==> config.mk <==
export PLATFORM = sky130hd
export DESIGN_NAME = flatten_seq_flat
export DESIGN_NICKNAME = d
export VERILOG_FILES = /design/src/rtl/flatten_seq_pkg.sv /design/src/rtl/flatten_seq_if.sv /design/src/rtl/flatten_seq_addr_gen.sv /design/src/rtl/flatten_seq.sv /design/src/flat_wrapper.sv
export SDC_FILE = /design/constraint.sdc
export NUM_CORES = 1
export LEC_CHECK = 0
export CAP_MARGIN = 30
export CORE_MARGIN = 3
export CORE_UTILIZATION = 25
export DETAILED_ROUTE_END_ITERATION = 12
export PLACE_DENSITY = 0.51
export SETUP_SLACK_MARGIN = 0.4
export SYNTH_ARGS = -nofsm -noshare
export SYNTH_HDL_FRONTEND = slang
export SYNTH_SLANG_ARGS = --single-unit
==> constraint.sdc <==
create_clock -name clk -period 2 [get_ports clk]
set_input_delay 0.4 -clock clk [delete_from_list [all_inputs] [get_ports clk]]
set_output_delay 0.4 -clock clk [all_outputs]
set_load 0.03 [all_outputs]
==> src/rtl/flatten_seq_pkg.sv <==
// Shared definitions for the flatten-stage sequencer.
// Holds the frame geometry (64 columns x 16 rows = 1024 elements),
// the address widths derived from it, the FSM state encoding, and the two
// address-mapping helpers used by the transpose.
package flatten_seq_pkg;

  localparam int NCOL   = 64;   // source columns, transpose outer index
  localparam int NROW   = 16;   // source rows, transpose inner index
  localparam int NWORDS = 128;  // eight-lane pool words per frame

  localparam int COL_W  = 6;    // log2(NCOL)
  localparam int ROW_W  = 4;    // log2(NROW)
  localparam int ELEM_W = 10;   // log2(NCOL*NROW)
  localparam int WORD_W = 7;    // log2(NWORDS)
  localparam int FC_W   = 5;    // 32-lane FC words in the FC-input buffer

  localparam logic [COL_W-1:0]  COL_MAX  = 6'd63;
  localparam logic [ROW_W-1:0]  ROW_MAX  = 4'd15;
  localparam logic [WORD_W-1:0] WORD_MAX = 7'd127;

  typedef enum logic [2:0] {
    ST_IDLE  = 3'd0,
    ST_FILL  = 3'd1,
    ST_FULL  = 3'd2,
    ST_TRANS = 3'd3,
    ST_DRAIN = 3'd4,
    ST_READY = 3'd5
  } state_t;

  // Source element address col + row*NCOL; NCOL is a power of two, so this
  // is a plain concatenation.
  function automatic logic [ELEM_W-1:0] src_elem_addr(input logic [COL_W-1:0] col,
                                                      input logic [ROW_W-1:0] row);
    return {row, col};
  endfunction

  // Sequential FC-input index col*NROW + row, i.e. the issue number k.
  function automatic logic [ELEM_W-1:0] dst_elem_addr(input logic [COL_W-1:0] col,
                                                      input logic [ROW_W-1:0] row);
    return {col, row};
  endfunction

endpackage

==> src/rtl/flatten_seq_if.sv <==
// Bus bundle for the flatten sequencer: pool-word capture, source buffer
// read port, FC-input buffer write/read ports, FC1 request and the
// start/done/status handshake.
//  slave  : the sequencer side (takes clear/pool_wr_vld/start/fc_rd_req/fc_rd_addr)
//  master : the surrounding datapath/controller side
interface flatten_seq_if;
  import flatten_seq_pkg::*;

  logic              clear;
  logic              pool_wr_vld;
  logic              src_wr_en;
  logic [WORD_W-1:0] src_wr_addr;
  logic              start;
  logic              src_rd_en;
  logic [ELEM_W-1:0] src_rd_addr;
  logic              dst_wr_en;
  logic [ELEM_W-1:0] dst_wr_addr;
  logic              fc_rd_req;
  logic [FC_W-1:0]   fc_rd_addr;
  logic              dst_rd_en;
  logic [FC_W-1:0]   dst_rd_addr;
  logic              fc_rd_vld;
  logic              busy;
  logic              done;
  logic              ovf_err;

  modport slave (
    input  clear, pool_wr_vld, start, fc_rd_req, fc_rd_addr,
    output src_wr_en, src_wr_addr, src_rd_en, src_rd_addr,
           dst_wr_en, dst_wr_addr, dst_rd_en, dst_rd_addr,
           fc_rd_vld, busy, done, ovf_err
  );

  modport master (
    output clear, pool_wr_vld, start, fc_rd_req, fc_rd_addr,
    input  src_wr_en, src_wr_addr, src_rd_en, src_rd_addr,
           dst_wr_en, dst_wr_addr, dst_rd_en, dst_rd_addr,
           fc_rd_vld, busy, done, ovf_err
  );

endinterface

==> src/rtl/flatten_seq_addr_gen.sv <==
// Transpose address generator.
// Steps a row counter (inner, 0..NROW-1) and a column counter (outer,
// 0..NCOL-1) once per issue cycle with no bubble at column boundaries.
//  clk, rst_n   : clock, asynchronous active-low reset
//  clear        : synchronous return of both counters to 0
//  step         : advance one issue this cycle
//  src_rd_addr  : col + row*NCOL for the current issue
//  elem_idx     : sequential issue number col*NROW + row
//  last         : current issue is the final element of the frame
module flatten_seq_addr_gen
  import flatten_seq_pkg::*;
(
  input  logic              clk,
  input  logic              rst_n,
  input  logic              clear,
  input  logic              step,
  output logic [ELEM_W-1:0] src_rd_addr,
  output logic [ELEM_W-1:0] elem_idx,
  output logic              last
);

  logic [ROW_W-1:0] row_r;
  logic [COL_W-1:0] col_r;

  // Row/column counters: row wraps and column advances in the same cycle.
  always_ff @(posedge clk or negedge rst_n) begin
    if (!rst_n) begin
      row_r <= 4'd0;
      col_r <= 6'd0;
    end else if (clear) begin
      row_r <= 4'd0;
      col_r <= 6'd0;
    end else if (step) begin
      if (row_r == ROW_MAX) begin
        row_r <= 4'd0;
        col_r <= (col_r == COL_MAX) ? 6'd0 : col_r + 6'd1;
      end else begin
        row_r <= row_r + 4'd1;
      end
    end
  end

  assign src_rd_addr = src_elem_addr(col_r, row_r);
  assign elem_idx    = dst_elem_addr(col_r, row_r);
  assign last        = step && (row_r == ROW_MAX) && (col_r == COL_MAX);

endmodule

==> src/rtl/flatten_seq.sv <==
// Flatten-stage sequencer between the last pooling layer and FC1.
// Captures NWORDS pool words into the source buffer, runs the column-major
// transpose into the FC-input buffer, then grants FC1 reads of that buffer.
//  clk, rst_n : clock, asynchronous active-low reset
//  RD_LAT     : source buffer read latency (1..3)
//  bus        : flatten_seq_if.slave
//               clear       sync abort, back to IDLE, drops ovf_err
//               pool_wr_vld -> src_wr_en/src_wr_addr (same-cycle accept)
//               start       -> src_rd_en/src_rd_addr issue stream
//               dst_wr_en/dst_wr_addr: issue stream delayed by RD_LAT
//               fc_rd_req/fc_rd_addr -> dst_rd_en/dst_rd_addr, fc_rd_vld next cycle
//               busy (TRANS/DRAIN), done (pulse on READY entry), ovf_err (sticky)
module flatten_seq
  import flatten_seq_pkg::*;
#(
  parameter int RD_LAT = 1
) (
  input  logic         clk,
  input  logic         rst_n,
  flatten_seq_if.slave bus
);

  state_t            state_r;
  logic [WORD_W-1:0] fill_cnt_r;
  logic [1:0]        drain_cnt_r;
  logic              busy_r;
  logic              done_r;
  logic              ovf_err_r;
  logic              fc_rd_vld_r;

  // Delay line carrying each issue's enable and sequential index to the
  // FC-input write port; stage RD_LAT-1 drives the buffer.
  logic [RD_LAT-1:0] dly_en_r;
  logic [ELEM_W-1:0] dly_addr_r [RD_LAT];

  logic              fill_ok_s;
  logic              wr_acc_s;
  logic              rd_grant_s;
  logic              step_s;
  logic              last_s;
  logic [ELEM_W-1:0] src_addr_s;
  logic [ELEM_W-1:0] elem_idx_s;

  // Acceptance and grant qualifiers; clear overrides every request.
  always_comb begin
    fill_ok_s  = (state_r == ST_IDLE) || (state_r == ST_FILL);
    // rst_n gate keeps the write enable low while reset is held
    wr_acc_s   = rst_n && !bus.clear && bus.pool_wr_vld && fill_ok_s;
    rd_grant_s = !bus.clear && bus.fc_rd_req && (state_r == ST_READY);
    step_s     = (state_r == ST_TRANS);
  end

  flatten_seq_addr_gen u_addr_gen (
    .clk         (clk),
    .rst_n       (rst_n),
    .clear       (bus.clear),
    .step        (step_s),
    .src_rd_addr (src_addr_s),
    .elem_idx    (elem_idx_s),
    .last        (last_s)
  );

  // Main FSM with fill/drain counters and registered status outputs.
  always_ff @(posedge clk or negedge rst_n) begin
    if (!rst_n) begin
      state_r     <= ST_IDLE;
      fill_cnt_r  <= 7'd0;
      drain_cnt_r <= 2'd0;
      busy_r      <= 1'b0;
      done_r      <= 1'b0;
      ovf_err_r   <= 1'b0;
      fc_rd_vld_r <= 1'b0;
    end else if (bus.clear) begin
      state_r     <= ST_IDLE;
      fill_cnt_r  <= 7'd0;
      drain_cnt_r <= 2'd0;
      busy_r      <= 1'b0;
      done_r      <= 1'b0;
      ovf_err_r   <= 1'b0;
      fc_rd_vld_r <= 1'b0;
    end else begin
      done_r      <= 1'b0;
      fc_rd_vld_r <= rd_grant_s;
      if (bus.pool_wr_vld && !fill_ok_s) begin
        ovf_err_r <= 1'b1;
      end
      case (state_r)
        ST_IDLE: begin
          if (wr_acc_s) begin
            fill_cnt_r <= 7'd1;
            state_r    <= ST_FILL;
          end
        end
        ST_FILL: begin
          if (wr_acc_s) begin
            if (fill_cnt_r == WORD_MAX) begin
              fill_cnt_r <= 7'd0;
              state_r    <= ST_FULL;
            end else begin
              fill_cnt_r <= fill_cnt_r + 7'd1;
            end
          end
        end
        ST_FULL: begin
          if (bus.start) begin
            busy_r  <= 1'b1;
            state_r <= ST_TRANS;
          end
        end
        ST_TRANS: begin
          if (last_s) begin
            drain_cnt_r <= 2'd0;
            state_r     <= ST_DRAIN;
          end
        end
        ST_DRAIN: begin
          // wait out the read latency so the final element is written
          if (drain_cnt_r == 2'(RD_LAT - 1)) begin
            busy_r  <= 1'b0;
            done_r  <= 1'b1;
            state_r <= ST_READY;
          end else begin
            drain_cnt_r <= drain_cnt_r + 2'd1;
          end
        end
        ST_READY: begin
          state_r <= ST_READY;
        end
        default: begin
          busy_r  <= 1'b0;
          state_r <= ST_IDLE;
        end
      endcase
    end
  end

  // Read-latency delay line; clear flushes in-flight writes.
  always_ff @(posedge clk or negedge rst_n) begin
    if (!rst_n) begin
      dly_en_r <= '0;
      for (int i = 0; i < RD_LAT; i++) dly_addr_r[i] <= 10'd0;
    end else if (bus.clear) begin
      dly_en_r <= '0;
      for (int i = 0; i < RD_LAT; i++) dly_addr_r[i] <= 10'd0;
    end else begin
      dly_en_r[0]   <= step_s;
      dly_addr_r[0] <= elem_idx_s;
      for (int i = 1; i < RD_LAT; i++) begin
        dly_en_r[i]   <= dly_en_r[i-1];
        dly_addr_r[i] <= dly_addr_r[i-1];
      end
    end
  end

  assign bus.src_wr_en   = wr_acc_s;
  assign bus.src_wr_addr = fill_cnt_r;
  assign bus.src_rd_en   = step_s;
  assign bus.src_rd_addr = src_addr_s;
  assign bus.dst_wr_en   = dly_en_r[RD_LAT-1];
  assign bus.dst_wr_addr = dly_addr_r[RD_LAT-1];
  assign bus.dst_rd_en   = rd_grant_s;
  assign bus.dst_rd_addr = rd_grant_s ? bus.fc_rd_addr : 5'd0;
  assign bus.fc_rd_vld   = fc_rd_vld_r;
  assign bus.busy        = busy_r;
  assign bus.done        = done_r;
  assign bus.ovf_err     = ovf_err_r;

endmodule

==> src/flat_wrapper.sv <==
// flat-port wrapper written by rule: the top's interface ports become plain ports
module flatten_seq_flat import flatten_seq_pkg::*;
#(
  parameter int RD_LAT = 1
)
  (clk, rst_n, bus_clear, bus_pool_wr_vld, bus_start, bus_fc_rd_req, bus_fc_rd_addr, bus_src_wr_en, bus_src_wr_addr, bus_src_rd_en, bus_src_rd_addr, bus_dst_wr_en, bus_dst_wr_addr, bus_dst_rd_en, bus_dst_rd_addr, bus_fc_rd_vld, bus_busy, bus_done, bus_ovf_err);
  flatten_seq_if bus_i ();
  input  logic clk;
  input  logic rst_n;
  input wire logic [$bits(bus_i.clear)-1:0] bus_clear;
  input wire logic [$bits(bus_i.pool_wr_vld)-1:0] bus_pool_wr_vld;
  input wire logic [$bits(bus_i.start)-1:0] bus_start;
  input wire logic [$bits(bus_i.fc_rd_req)-1:0] bus_fc_rd_req;
  input wire logic [$bits(bus_i.fc_rd_addr)-1:0] bus_fc_rd_addr;
  output wire logic [$bits(bus_i.src_wr_en)-1:0] bus_src_wr_en;
  output wire logic [$bits(bus_i.src_wr_addr)-1:0] bus_src_wr_addr;
  output wire logic [$bits(bus_i.src_rd_en)-1:0] bus_src_rd_en;
  output wire logic [$bits(bus_i.src_rd_addr)-1:0] bus_src_rd_addr;
  output wire logic [$bits(bus_i.dst_wr_en)-1:0] bus_dst_wr_en;
  output wire logic [$bits(bus_i.dst_wr_addr)-1:0] bus_dst_wr_addr;
  output wire logic [$bits(bus_i.dst_rd_en)-1:0] bus_dst_rd_en;
  output wire logic [$bits(bus_i.dst_rd_addr)-1:0] bus_dst_rd_addr;
  output wire logic [$bits(bus_i.fc_rd_vld)-1:0] bus_fc_rd_vld;
  output wire logic [$bits(bus_i.busy)-1:0] bus_busy;
  output wire logic [$bits(bus_i.done)-1:0] bus_done;
  output wire logic [$bits(bus_i.ovf_err)-1:0] bus_ovf_err;
  assign bus_i.clear = bus_clear;
  assign bus_i.pool_wr_vld = bus_pool_wr_vld;
  assign bus_i.start = bus_start;
  assign bus_i.fc_rd_req = bus_fc_rd_req;
  assign bus_i.fc_rd_addr = bus_fc_rd_addr;
  assign bus_src_wr_en = bus_i.src_wr_en;
  assign bus_src_wr_addr = bus_i.src_wr_addr;
  assign bus_src_rd_en = bus_i.src_rd_en;
  assign bus_src_rd_addr = bus_i.src_rd_addr;
  assign bus_dst_wr_en = bus_i.dst_wr_en;
  assign bus_dst_wr_addr = bus_i.dst_wr_addr;
  assign bus_dst_rd_en = bus_i.dst_rd_en;
  assign bus_dst_rd_addr = bus_i.dst_rd_addr;
  assign bus_fc_rd_vld = bus_i.fc_rd_vld;
  assign bus_busy = bus_i.busy;
  assign bus_done = bus_i.done;
  assign bus_ovf_err = bus_i.ovf_err;
  flatten_seq #(.RD_LAT(RD_LAT)) u_core (.clk(clk), .rst_n(rst_n), .bus(bus_i));
endmodule
==> insert_results.sql, run 1 <==
INSERT INTO impl_metrics (metric_group, metric, value, unit) VALUES
('synth', 'net_count_after_synthesis', '203', ''),
('floorplanning', 'placementRows', '30', ''),
('routing', 'drt-met1-wl', '2410', 'um'),
('floorplanning', 'chipHeight', '92.6', 'um'),
('grt', 'grt_pass1_wl', '8470', 'um'),
('clock_tree', 'number_of_clock_sinks', '37', ''),
('critical_path', 'timing.critical_path.fanout_max', '6', ''),
('final_layout', 'nFillCells', '727', ''),
('critical_path', 'kind_of_critical_path', 'flip-flop to output port', ''),
('sta', 'rsz0062_at_grt', 'yes', ''),
('placement', 'detailed_place_hpwl', '3530', 'um'),
('floorplanning', 'fp.coreArea', '0.00702', 'mm^2'),
('sta', 'totalNegativeSetupSlack', '0', 'ps'),
('sta', 'setup_slack', '148', 'ps'),
('grt', 'grt_pass1_vias', '1687', ''),
('clock_tree', 'cts.path.max_buffers', '2', ''),
('grt', 'track_usage', '0.125', ''),
('final_layout', 'post-route-util', '0.406', ''),
('critical_path', 'reg2reg_depth', '5', ''),
('critical_path', 'critical_path_arrival', '1450', 'ps'),
('critical_path', 'crit_startpoint', 'u_core.state_r[1]', ''),
('synth', 'edff_count_synth', '0', ''),
('synth', 'count_of_state_elements_after_synthesis', '37', ''),
('synth', 'synth.mux.area_fraction', '0.0107', ''),
('critical_path', 'crit_path_cell_trace', 'and2b_1 -> and4_4 -> and2_4 -> buf_6', ''),
('synth', 'synth-simple-area-share', '0.262', ''),
('clock_tree', 'cts_made_buffers', '5', ''),
('min_path', 'worstHoldPathType', 'primary input to asynchronous set/reset pin', ''),
('synth', 'synth_async_sr_flop_share', '1.00', ''),
('grt', 'overflow', '0', ''),
('synth', 'synthCells', '188', ''),
('pwr', 'ir_worst_vdd', '0.305', 'mV'),
('synth', 'ys_top_cells_by_count', '37 x dfrtp_1, 15 x nor2_1, 14 x nand2_1', ''),
('sta', 'max_slew.worst_pin.slew', '436', 'ps'),
('critical_path', 'worst-r2r-setup-slack', '310', 'ps'),
('floorplanning', 'boundaryPins', '51', ''),
('clock_tree', 'htreeDepth', '2', ''),
('critical_path', 'crit_path_top_delay_cell', 'dfrtp_2', ''),
('synth', 'post_synth_xor_area_fraction', '0.0280', ''),
('sta', 'setup_violations', '0', ''),
('synth', 'ys_seq_area_frac', '0.494', ''),
('synth', 'netlist.area_leader.share', '0.494', ''),
('sta', 'fin_crit_sh', '0.926', ''),
('routing', 'route.vias.total', '1669', ''),
('synth', 'synth_largest_area_cell', 'dfrtp_1', ''),
('synth', 'syn_area', '0.00187', 'mm^2'),
('sta', 'final.min_clock_period', '1850', 'ps'),
('sta', 'worst_slew_margin_rel', '0.709', ''),
('routing', 'detail_route.wirelength', '4950', 'um'),
('critical_path', 'start_kind', 'flip-flop', ''),
('routing', 'route.antenna.remaining_nets', '0', ''),
('flow_run', 'max_cap_viol_count', '0', ''),
('sta', 'whs', '237', 'ps'),
('synth', 'ys.flop_type', 'dfrtp_1', ''),
('placement', 'place.gp.congestion', '0.732', ''),
('synth', 'ys_types', '50', ''),
('critical_path', 'path_delay_family', 'simple AND/OR/NAND/NOR gates', ''),
('final_layout', 'flow.area_growth_from_synthesis', '51.9', '%'),
('final_layout', 'nets', '275', ''),
('synth', 'ys_warn_count', '0', ''),
('critical_path', 'rr_endpoint', 'u_core.state_r[0]', ''),
('grt', 'grt_antenna_before_repair', '0', ''),
('routing', 'viasPerCell', '4.68', ''),
('critical_path', 'cpPeakStageDelay', '420', 'ps'),
('critical_path', 'worst-endpoint-required', '1600', 'ps'),
('routing', 'drt-initial-drc-count', '37', ''),
('routing', 'drc_errors', '0', ''),
('routing', 'route.met2.wl', '2230', 'um'),
('pwr', 'static-leakage-power', '1.38', 'nW'),
('final_layout', 'final_layout_size_suffix_gt1_frac', '0.314', ''),
('run_status', 'status', 'finished, final reports clean', '');
[routing by layer]
metal / vias up / GRT usage
met5: - / 0
met4: 0 / 0.0297
met3: 4 / 0.0447
met2: 41 / 0.192
met1: 808 / 0.169
li1: 816 / -
[power by group]
part           switching, mW  leakage, nW  internal (mW)
Combinational          0.106        0.818         0.0891
Sequential            0.0217        0.502          0.757
Clock                  0.281       0.0574          0.406
Total                  0.408         1.38           1.25
[kinds of logic (layout without fill, tap and decap cells)]
kind of cell | Yosys count | in the layout
DFF | 37 | 37
buffers and inverters | 17 | 89
adders and majority gates | 4 | 4
muxes | 2 | 2
and+or+nand+nor | 83 | 84
xor gates and xnor gates | 6 | 6
AOI/OAI and AO/OA | 39 | 39
[repair_timing]
action                                  in CTS  in global routing
endpoints found under the setup margin      48                 29
gates cloned                                 0                  1
hold endpoints to repair                     3                  0
resized for setup                           61                 27
buffers inserted                             3                  5
pin swaps                                    6                  7
hold buffers                                 1                  0
[sequential cells by signal, summed over array words and instances, names as in the netlist, 2 cells and up]
register                 flops
u_core.u_addr_gen.col_r      6
u_core.state_r               3
u_core.bus.dst_wr_addr      10
u_core.u_addr_gen.row_r      4
u_core.bus.src_wr_addr       7
u_core.drain_cnt_r           2
[metrics by stage]
stage	cell area, um^2	std cells	total power, mW
final	2850	357	1.66
after global routing	2850	357	1.74
after CTS	2790	351	1.69
after detailed placement	2600	339	0.975
after global placement	2600	339	0.975
after floorplan	1950	188	0.881
[how the worst max path moves through the flow]
stage | endpoint | slack (ps) | cells past startpoint
floorplan | bus_dst_rd_addr[0] | 240 | 5
global placement | u_core.state_r[0] | 20 | 5
detailed placement | u_core.state_r[0] | -10 | 5
CTS | bus_dst_rd_addr[4] | 130 | 4
global route | bus_dst_rd_addr[2] | 110 | 4
finish | bus_dst_rd_addr[2] | 150 | 4
[cell type report]
| type | count | area, um^2 | area share |
|---|---|---|---|
| Timing Repair Buffer | 73 | 649 | 0.228 |
| Clock buffer | 6 | 82.6 | 0.0290 |
| Multi-Input combinational cell | 135 | 987 | 0.347 |
| Inverter | 8 | 35.0 | 0.0123 |
| Clock inverter | 2 | 37.5 | 0.0132 |
| Tap cell | 96 | 120 | 0.0422 |
| Sequential cell | 37 | 936 | 0.329 |
[cell usage in the layout, fill, tap and decap left out, types with 3 or more instances in the layout]
cell / Yosys / routed
dfrtp_2: 0 / 8
nor2b_1: 11 / 11
nand3_1: 11 / 11
clkbuf_2: 0 / 6
a21oi_1: 11 / 10
clkbuf_8: 0 / 6
nand2_1: 14 / 14
dfrtp_1: 37 / 29
and2_4: 0 / 5
clkdlybuf4s15_1: 0 / 3
dlygate4sd2_1: 0 / 23
buf_6: 1 / 13
clkdlybuf4s50_1: 0 / 8
o21ai_0: 9 / 6
and3_1: 3 / 3
o21ai_1: 1 / 4
xor2_1: 5 / 5
inv_1: 6 / 5
buf_4: 0 / 16
nor2_1: 15 / 14
No activity file was read; power rests on OpenSTA's default activity.
==> run 2, diff against run 1 <==
--- a/config.mk
+++ b/config.mk
@@ -5,6 +5,7 @@
 export SDC_FILE = /design/constraint.sdc
 export NUM_CORES = 1
 export LEC_CHECK = 0
+export ABC_CLOCK_PERIOD_IN_PS = 2000
 export CAP_MARGIN = 30
 export CORE_MARGIN = 3
 export CORE_UTILIZATION = 25
==> results of run 2 <==
The final DEF is identical to that of run 1; final timing and power are the same.
